[config.mk]
export PLATFORM = sky130hd
export DESIGN_NAME = req_collector
export DESIGN_NICKNAME = d
export VERILOG_FILES = /design/src/rtl/req_collector_pkg.sv /design/src/rtl/p_encoder_rec.sv /design/src/rtl/req_collector.sv
export SDC_FILE = /design/constraint.sdc
export NUM_CORES = 1
export LEC_CHECK = 0
export ABC_AREA = 1
export BUFFER_PORTS_ARGS = -buffer_cell sky130_fd_sc_hd__buf_2
export CAP_MARGIN = 30
export CORE_MARGIN = 10
export CORE_UTILIZATION = 50
export DETAILED_ROUTE_END_ITERATION = 16
export GPL_ROUTABILITY_DRIVEN = 1
export PLACE_DENSITY = 0.81
export SYNTH_ARGS = -nofsm -noshare
export SYNTH_HDL_FRONTEND = slang
export SYNTH_SLANG_ARGS = --single-unit
[constraint.sdc]
create_clock -name clk -period 5.35 [get_ports clk]
set_input_delay 0 -clock clk [delete_from_list [all_inputs] [get_ports clk]]
set_output_delay 0 -clock clk [all_outputs]
set_load 0.005 [all_outputs]
[src/rtl/req_collector_pkg.sv]
// Shared defaults, FSM encoding and lost-counter constants for req_collector.
package req_collector_pkg;

  localparam int unsigned WIDTH_DEF    = 8;
  localparam int unsigned NUM_BITS_DEF = 3;

  localparam int unsigned    LOST_W   = 4;
  localparam logic [LOST_W-1:0] LOST_MAX = 4'd15;

  typedef enum logic {
    StIdle  = 1'b0,
    StGrant = 1'b1
  } state_e;

endpackage

[src/rtl/p_encoder_rec.sv]
// Priority encoder: index of the highest set bit of inVector (0 when empty).
module p_encoder_rec #(
  parameter int unsigned NUM_BITS = 3,
  parameter int unsigned WIDTH    = 2 ** NUM_BITS
) (
  input  logic [WIDTH-1:0]    inVector,
  output logic [NUM_BITS-1:0] outNumber
);

  // Ascending scan, so the last (highest) set bit overwrites lower ones.
  always_comb begin
    outNumber = '0;
    for (int i = 0; i < int'(WIDTH); i++) begin
      if (inVector[i]) outNumber = NUM_BITS'(i);
    end
  end

endmodule

[src/rtl/req_collector.sv]
// Collects request pulses into sticky pending bits and grants them one at a time,
// MSB first, with a saturating count of requests that hit an already-pending bit.
module req_collector
  import req_collector_pkg::*;
#(
  parameter int unsigned WIDTH    = WIDTH_DEF,
  parameter int unsigned NUM_BITS = NUM_BITS_DEF
) (
  input  logic                clk,
  input  logic                rst_n,
  input  logic [WIDTH-1:0]    reqIn,
  input  logic [WIDTH-1:0]    maskIn,
  input  logic                ackIn,
  output logic                grantValid,
  output logic [NUM_BITS-1:0] grantNumber,
  output logic [WIDTH-1:0]    pendingVector,
  output logic [LOST_W-1:0]   lostCount
);

  state_e              state_q, state_d;
  logic [WIDTH-1:0]    pending_q, pending_d;
  logic [NUM_BITS-1:0] grant_q, grant_d;
  logic [LOST_W-1:0]   lost_q, lost_d;

  logic [WIDTH-1:0]    arb_vec;
  logic [WIDTH-1:0]    ack_clr;
  logic [WIDTH-1:0]    lost_bits;
  logic [NUM_BITS-1:0] winner;

  assign arb_vec = pending_q & ~maskIn;

  p_encoder_rec #(
    .NUM_BITS (NUM_BITS),
    .WIDTH    (WIDTH)
  ) u_enc (
    .inVector  (arb_vec),
    .outNumber (winner)
  );

  // Pending update, lost counting and FSM next state.
  always_comb begin
    logic [31:0] lost_sum;
    state_d = state_q;
    grant_d = grant_q;
    ack_clr = '0;
    if (state_q == StGrant && ackIn) ack_clr[grant_q] = 1'b1;

    // A new request on the bit being acked re-arms it and is not lost.
    pending_d = (pending_q & ~ack_clr) | reqIn;
    lost_bits = reqIn & pending_q & ~ack_clr;

    lost_sum = 32'(lost_q);
    for (int i = 0; i < int'(WIDTH); i++) begin
      lost_sum = lost_sum + 32'(lost_bits[i]);
    end
    lost_d = (lost_sum > 32'(LOST_MAX)) ? LOST_MAX : lost_sum[LOST_W-1:0];

    unique case (state_q)
      StIdle: begin
        if (|arb_vec) begin
          state_d = StGrant;
          grant_d = winner;
        end
      end
      StGrant: begin
        if (ackIn) state_d = StIdle;
      end
      default: state_d = StIdle;
    endcase
  end

  // All state registers.
  always_ff @(posedge clk or negedge rst_n) begin
    if (!rst_n) begin
      state_q   <= StIdle;
      pending_q <= '0;
      grant_q   <= '0;
      lost_q    <= '0;
    end else begin
      state_q   <= state_d;
      pending_q <= pending_d;
      grant_q   <= grant_d;
      lost_q    <= lost_d;
    end
  end

  assign grantValid    = (state_q == StGrant);
  assign grantNumber   = grant_q;
  assign pendingVector = pending_q;
  assign lostCount     = lost_q;

endmodule

# After elaboration in Yosys (flattened, before gate mapping)
# Cells that the tools add are included.
# Widths: inputs -> output; s select.
[word_totals] ff_bits=16 input_bits=19 out_inout_bits=16 elab_cells=41
[op_classes] addsub=8 order_cmp=3 mux=14 bitwise_logic=8 reduce_logical=4
[op_table] op="$and 8x8->8" n=4
[op_table] op="$not 8->8" n=2
[op_table] op="$add 11x1->12" n=1
[op_table] op="$gt 12x4->1 const B" n=1
[op_table] op="$mux 3" n=4
[op_table] op="$add 10x1->11" n=1
[op_table] op="$add 9x1->10" n=1
[op_table] op="$add 8x1->9" n=1
[op_table] op="$add 7x1->8" n=1
[op_table] op="$mux 8" n=1
[op_table] op="$or 8x8->8" n=1
[op_table] op="$reduce_or 8->1" n=1
[op_table] op="$add 6x1->7" n=1
[op_table] op="$add 5x1->6" n=1
[op_table] op="$add 4x1->5" n=1
[op_table] op="$lt 3x4->1 const B" n=1
[op_table] op="$mux 1" n=4
[op_table] op="$mux 2" n=2
[op_table] op="$mux 4" n=1
[op_table] op="$demux 1 s3" n=1
[op_table] op="$ge 3x1->1 const B" n=1
[op_table] op="$logic_and 1x1->1" n=2
[op_table] op="$pmux 1 s2" n=1
[op_table] op="$reduce_and 2->1" n=1
[op_table] op="$not 1->1" n=1

# Logic depth before layout (Yosys ltp)
# Gate-level depths: netlist (run 1).
[depth] word_depth=17 ltp_mapped=16 depth_no_buf=16

# Hierarchy
# Synthesis (run 1) repeated with hierarchy kept, for this count alone.
[hier_totals] cells_unflattened=148 area_unflattened_um2=1121.1
[modules_own_cells] module="req_collector" n_inst=1 cells_per_inst=133 area_each_um2=1057.3 seq_area_each_um2=400.4
[modules_own_cells] module="p_encoder_rec" n_inst=1 cells_per_inst=15 area_each_um2=63.8 seq_area_each_um2=0.0

# Least setup slack after synthesis (run 1)
# OpenSTA, ideal clock, no wires.
[synth_timing] kind="register to register" start="register state_q (netlist: grantValid)" end="register lost_q[3] (netlist: lostCount[3])" setup_ps=129 arrival_ps=3378 required_time_ps=5221 setup_slack_ps=1843 stages_incl_launch_ff=17 period_less_slack_ps=3507 path_cell_list="dfrtp_1 > nand2_1 > nor2_2 > nand2_1 > nand2_1 > nor2_1 > fa_1 > inv_1 > fa_1 > inv_1 > fa_1 > fa_1 > inv_1 > fa_1 > o21ai_1 > a21oi_2 > nand3_1"
[synth_via] elab_chain_cells=14
[synth_lines] element="from (decl)" line_no="req_collector.sv:20" rtl="state_e state_q, state_d;"
[synth_lines] element="from (signal assigned)" line_no="req_collector.sv:75" rtl="state_q <= StIdle;"
[synth_lines] element="from (signal assigned)" line_no="req_collector.sv:80" rtl="state_q <= state_d;"
[synth_lines] element="$logic_and 1x1->1 *" line_no="req_collector.sv:46" rtl="if (state_q == StGrant && ackIn) ack_clr[grant_q] = 1'b1;"
[synth_lines] element="$mux 8 *" line_no="req_collector.sv:46"
[synth_lines] element="$not 8->8 *" line_no="req_collector.sv:50" rtl="lost_bits = reqIn & pending_q & ~ack_clr;"
[synth_lines] element="$and 8x8->8 *" line_no="req_collector.sv:50"
[synth_lines] element="$add 4x1->5" line_no="req_collector.sv:54" rtl="lost_sum = lost_sum + 32'(lost_bits[i]);"
[synth_lines] element="$add 5x1->6" line_no="req_collector.sv:54"
[synth_lines] element="$add 6x1->7" line_no="req_collector.sv:54"
[synth_lines] element="$add 7x1->8" line_no="req_collector.sv:54"
[synth_lines] element="$add 8x1->9" line_no="req_collector.sv:54"
[synth_lines] element="$add 9x1->10" line_no="req_collector.sv:54"
[synth_lines] element="$add 10x1->11" line_no="req_collector.sv:54"
[synth_lines] element="$add 11x1->12 *" line_no="req_collector.sv:54"
[synth_lines] element="$gt 12x4->1" line_no="req_collector.sv:56" rtl="lost_d = (lost_sum > 32'(LOST_MAX)) ? LOST_MAX : lost_sum[LOST_W-1:0];"
[synth_lines] element="$mux 4 *" line_no="req_collector.sv:56"
[synth_lines] element="via lost_d[3]" line_no="req_collector.sv:23" rtl="logic [LOST_W-1:0] lost_q, lost_d;"
[synth_lines] element="to (signal assigned)" line_no="req_collector.sv:83" rtl="lost_q <= lost_d;"
[synth_lines] element="to (decl)" line_no="req_collector.sv:23"
# Mark *: on every way through the listed nets, which the timed path passes. The rest lies on a longest branch.
# A chain may end at the register's enable or synchronous reset.

# Final worst setup path (run 1)
# Ends and elaborated chain as after synthesis.

==> flow_summary_export.csv, run 1 <==
group,metric,value,unit
run,cap_violations,0,
route,wl_per_cell,13.09,µm
synth,ys_seq_elements,16,
cts,cts_buffer_depth,2,
critical_path,crit_chain,"nand2_1 > nor2_2 > nand2_1 > nand2_1 > nor2_1 > fa_1 > inv_1 > fa_1 > inv_1 > fa_1 > fa_1 > inv_1 > fa_1 > o21ai_1 > a21oi_2 > nand3_1",
die,die_w,65.90,µm
timing,final-setup-viol-count,0,
cts,cts_sinks,16,
place,gp_congestion,0.8629,
global_route,antenna_found_initial,0,
outcome,outcome,"completed",
layout,final_common_cell,"nand2_1",
route,dr_total_vias,1042,
timing,whs,0.05059,ns
timing,post-route-period-util,70.28,%
timing,fin_worst_skew,0.0007472,ns
die,dieHeight,65.90,µm
layout,area_delta_synth_final,32.30,%
global_route,grt_first_pass_wirelength,4698,µm
timing,tightest_slew,0.3680,ns
critical_path,critPathCaptureType,"register",
critical_path,crit_path_top_delay_cell,"fa_1",
critical_path,crit_fanout,4,
route,ant_nets,0,
power,p_total,0.0007564,W
critical_path,crit_top_cell,"fa_1",
timing,clock.fmax,0.2660,GHz
timing,maxSlewViolCount,0,
critical_path,worst-setup-path-type,"register to register",
place,placed_area,1257,µm²
die,die_area,4343,µm²
route,drc_errors,0,
timing,hold_viol_final,0,
cts,post_cts_buffers,0,
die,core-area,1982,µm²
critical_path,max_stage_delay,0.53,ns
route,drt-vias-per-instance,4.915,
place,dp_cells,198,
cts,clock_latency,0.29,ns
die,start_util,53.16,%
synth,syn_nets,167,
worst_hold_path,hold_path_class,"primary input to register",
synth,syn_avg_cell_area,7.690,µm²
worst_hold_path,hp-start,"maskIn[7]",
critical_path,crit_path_start,"grantValid$_DFF_PN0_",
power,p_leak,0.7852,nW
synth,netlist_area,1054,µm²
place,io_buffers,34,
critical_path,timing.rr.start,"grantValid$_DFF_PN0_",
timing,fin_setup_tns,0,ns
layout,instances_no_fill,212,
global_route,grt-ovfl-total,0,
layout,antennaDiodeCount,0,
die,num_rows,16,
die,ioPinCount,35,
place,dpl.hpwl,2273,µm
critical_path,path_delay_family,"adder cells",
timing,min_period,3.760,ns
timing,slew_headroom,75.47,%
critical_path,cp.buffers_inverters,3,
layout,final_cell_mix,"47 x nand2_1, 34 x buf_2, 28 x inv_1, 16 x dfrtp_1",
global_route,grt_pass1_vias,1054,
route,drtIter0Drc,37,
critical_path,crit_arrival,3.93,ns
layout,nFillCells,174,
cts,cts_tree,"yes",
layout,nets,216,
synth,ys.warnings.count,0,
power,vdd_drop_max,0.3698,mV
route,wl,2776,µm
global_route,grt_use_total,13.78,%
global_route,grt_max_degree,17,
cts,numCtsBuffers,3,
synth,yosysSeqAreaShare,38.00,%
cts,htree_levels,1,
layout,final_layout_size_suffix_gt1_share,24.86,%
timing,rsz0062_at_grt,"false",
cts,clockRootBuffer,"clkbuf_4",
layout,design_area,1394,µm²
synth,synth_cell_types,18,
synth,syn-instance-count,137,
power,power_density,542.7,nW/µm²
critical_path,start_kind,"register",
critical_path,critPathRequiredTime,5.52,ns
cts,clk_pin_slew,0.09,ns
route,firstDrtPassIters,4,
[per-stage QoR]
step	util [%]	worst slack, ns
after floorplan	-	1.843
final	70.33	1.590
after global routing	70.33	1.295
after CTS	70.33	1.575
after global placement	63.45	1.713
after detailed placement	63.45	1.611
[final cells by class]
| cell class | instances | area [µm²] | area share, % |
|---|---|---|---|
| Clock buffer | 4 | 36.28 | 2.603 |
| Inverter | 28 | 105.1 | 7.540 |
| Multi-Input combinational cell | 93 | 548.0 | 39.32 |
| Sequential cell | 16 | 400.4 | 28.73 |
| Tap cell | 27 | 33.78 | 2.424 |
| Timing Repair Buffer | 44 | 270.3 | 19.39 |
[power breakdown]
| group | leakage, nW | total [W] | internal [W] | switching, W |
|---|---|---|---|---|
| logic | 0.605 | 0.000474 | 0.000203 | 0.000271 |
| clock network | 0.0210 | 0.0000802 | 0.0000415 | 0.0000387 |
| registers | 0.159 | 0.000202 | 0.000164 | 0.0000378 |
| total | 0.785 | 0.000756 | 0.000409 | 0.000347 |
[worst reg2reg max path, delay by kind of cell (launching register included)]
| family | cells | cell delay (ns) |
|---|---|---|
| flip-flops | 1 | 0.39 |
| AO/OA/AOI/OAI | 2 | 0.30 |
| AND/OR/NAND/NOR | 6 | 0.56 |
| adder cells (fa/ha/maj) | 5 | 2.21 |
| buffers and inverters | 3 | 0.19 |
[synthesized netlist by cell type (all sizes together)]
library cell | count | area (µm²)
nand2 | 49 | 188.9
inv | 28 | 105.1
dfrtp | 16 | 400.4
nor2 | 12 | 50.05
nand3 | 7 | 35.03
ha | 6 | 75.07
o21ai | 6 | 30.03
fa | 5 | 100.1
or2 | 3 | 18.78
a21o | 1 | 7.510
a21oi | 1 | 8.760
a31o | 1 | 8.760
o22ai | 1 | 12.51
o31ai | 1 | 12.51
[sequential cells by signal, summed over array words and instances, names as in the netlist]
| name | flops |
|---|---|
| lostCount | 4 |
| grantNumber | 3 |
| pendingVector | 8 |
| grantValid | 1 |
[layer usage]
layer	global-route usage, %	part of all wire (%)
met4	9.091	3.3
met3	4.237	5.9
met2	23.43	50
met1	14.27	40
met5	0	0
[timing repair]
| action | in CTS | in global routing |
|---|---|---|
| hold buffers | 10 | 0 |
| resized for setup | 0 | 0 |
| endpoints found under the hold margin | 25 | 0 |
[logic make-up (layout without fill, tap and decap cells)]
family | count (synthesis) | after routing | synth area share [%]
and+or+nand+nor | 71 | 71 | 27.79
buffers and inverters | 28 | 76 | 9.976
AOI/OAI and AO/OA | 11 | 11 | 7.601
adders and majority gates | 11 | 11 | 16.63
DFF | 16 | 16 | 38.00
[worst paths after layout]
check | end | slack (ns) | cells past startpoint
max | lostCount[3]$_DFF_PN0_ | 1.59 | 16
min | grantNumber[0]$_DFFE_PN0P_ | 0.05 | 6
max reg2reg | lostCount[3]$_DFF_PN0_ | 1.59 | 16
min reg2reg | pendingVector[0]$_DFF_PN0_ | 0.54 | 2
max in group asynchronous | pendingVector[1]$_DFF_PN0_ | 4.94 | 2
min in group asynchronous | grantNumber[0]$_DFFE_PN0P_ | 0.15 | 2
No activity file was read; power rests on OpenSTA's default activity.
==> run 2: changes to the inputs <==
Settings changed: CORE_UTILIZATION 50 to 49, PLACE_DENSITY 0.81 to 0.8.
Clock period 5.35 ns to 3.9 ns, I/O delays scaled along.
==> flow_summary_export.csv, run 2 (synthesized netlist as in run 1, its figures left out) <==
group,metric,value,unit
layout,area_delta_synth_final,33.85,%
critical_path,critPathRequiredTime,4.08,ns
critical_path,crit_fanout,7,
timing,tightest_slew,0.3766,ns
timing,post-route-period-util,93.26,%
timing,min_period,3.637,ns
worst_hold_path,hold_path_class,"primary input to register",
timing,final-setup-viol-count,0,
route,wl,2872,µm
power,p_total,0.001040,W
route,firstDrtPassIters,4,
die,num_rows,16,
critical_path,worst-setup-path-type,"register to register",
global_route,antenna_found_initial,0,
die,start_util,52.62,%
timing,clock.fmax,0.2749,GHz
route,wl_per_cell,13.48,µm
outcome,outcome,"completed",
timing,slew_headroom,74.89,%
cts,cts_buffer_depth,2,
global_route,grt-ovfl-total,0,
power,power_density,737.4,nW/µm²
worst_hold_path,hp-start,"maskIn[7]",
timing,rsz0062_at_grt,"false",
die,core-area,2002,µm²
timing,maxSlewViolCount,0,
cts,numCtsBuffers,3,
run,cap_violations,0,
layout,final_cell_mix,"46 x nand2_1, 34 x buf_2, 28 x inv_1, 15 x dfrtp_1",
cts,cts_sinks,16,
place,placed_area,1257,µm²
critical_path,crit_path_start,"grantNumber[2]$_DFFE_PN0P_",
route,ant_nets,0,
place,dpl.hpwl,2322,µm
timing,fin_worst_skew,0.01003,ns
critical_path,start_kind,"register",
route,drtIter0Drc,56,
layout,final_common_cell,"nand2_1",
power,p_leak,0.7833,nW
timing,whs,0.04120,ns
cts,clockRootBuffer,"clkbuf_4",
place,io_buffers,34,
die,die_w,66.37,µm
route,drt-vias-per-instance,4.845,
cts,htree_levels,1,
cts,cts_tree,"yes",
layout,design_area,1410,µm²
route,drc_errors,0,
global_route,grt_pass1_vias,1095,
critical_path,crit_arrival,3.81,ns
route,dr_total_vias,1032,
die,dieHeight,66.37,µm
layout,fin_util,70.44,%
critical_path,timing.rr.start,"grantNumber[2]$_DFFE_PN0P_",
place,gp_congestion,0.8475,
cts,post_cts_buffers,0,
power,vdd_drop_max,0.5596,mV
cts,clock_latency,0.30,ns
layout,nets,216,
global_route,grt_max_degree,17,
timing,hold_viol_final,0,
die,ioPinCount,35,
layout,nFillCells,162,
die,die_area,4405,µm²
layout,final_layout_size_suffix_gt1_share,27.03,%
global_route,grt_first_pass_wirelength,4754,µm
cts,clk_pin_slew,0.10,ns
critical_path,critPathCaptureType,"register",
timing,fin_setup_tns,0,ns
global_route,grt_use_total,14.09,%
layout,largest_reg_flops,8,
[run 2: cell count changes in the layout (fill, tap and decap cells not counted), sizes merged]
| cell | change |
|---|---|
| diode | +1 |
[run 2: per-layer routing]
metal | global-route usage [%] | vias to the layer above | share of wire (%)
li1 | - | 508 | -
met1 | 12.93 | 470 | 36
met2 | 24.52 | 41 | 53
met3 | 4.576 | 13 | 6.2
met4 | 12.04 | 0 | 4.7
met5 | 0 | - | 0
[run 2: critical path, stage by stage, from the launching register on]
cell and delay, ns:
dfrtp_2 0.46, nor2_1 0.16, nand2_1 0.08, nand2_1 0.07, nor2_1 0.06, fa_1 0.52
inv_1 0.07, fa_1 0.54, inv_1 0.05, fa_1 0.45, fa_2 0.35, inv_1 0.09
fa_2 0.21, o21ai_1 0.08, a21oi_2 0.21, nand3_1 0.10
[run 2: per-stage QoR]
| step | setup WS [ns] | instances |
|---|---|---|
| after floorplan | 0.3925 | 137 |
| after global placement | 0.2569 | 198 |
| after detailed placement | 0.1082 | 198 |
| after CTS | 0.08264 | 212 |
| after global routing | 0.02208 | 212 |
| final | 0.2627 | 213 |
[run 2: repair_timing]
item	CTS	global route
endpoints found under the hold margin	25	0
resized for setup	0	5
endpoints found under the setup margin	0	4
hold buffers	10	0
[run 2: worst paths after layout]
kind | to | slack, ns | depth (start not counted)
hold / removal | grantNumber[0]$_DFFE_PN0P_ | 0.04 | 6
hold reg to reg | pendingVector[0]$_DFF_PN0_ | 0.53 | 2
min in group asynchronous | grantNumber[2]$_DFFE_PN0P_ | 0.13 | 2
setup reg to reg | lostCount[3]$_DFF_PN0_ | 0.26 | 15
max in group asynchronous | grantNumber[2]$_DFFE_PN0P_ | 3.48 | 2
setup / recovery | lostCount[3]$_DFF_PN0_ | 0.26 | 15
[run 2: where the power goes]
group	switching, W	internal [W]	total (W)
combinational	0.000364	0.000281	0.000645
clock	0.0000567	0.0000570	0.000114
sequential	0.0000548	0.000226	0.000281
[run 2: layout make-up]
| class | count | area [µm²] | share of cell area [%] |
|---|---|---|---|
| Antenna cell | 1 | 2.502 | 0.1775 |
| Clock buffer | 4 | 36.28 | 2.573 |
| Inverter | 28 | 105.1 | 7.453 |
| Multi-Input combinational cell | 93 | 560.5 | 39.75 |
| Sequential cell | 16 | 401.6 | 28.48 |
| Tap cell | 27 | 33.78 | 2.396 |
| Timing Repair Buffer | 44 | 270.3 | 19.17 |
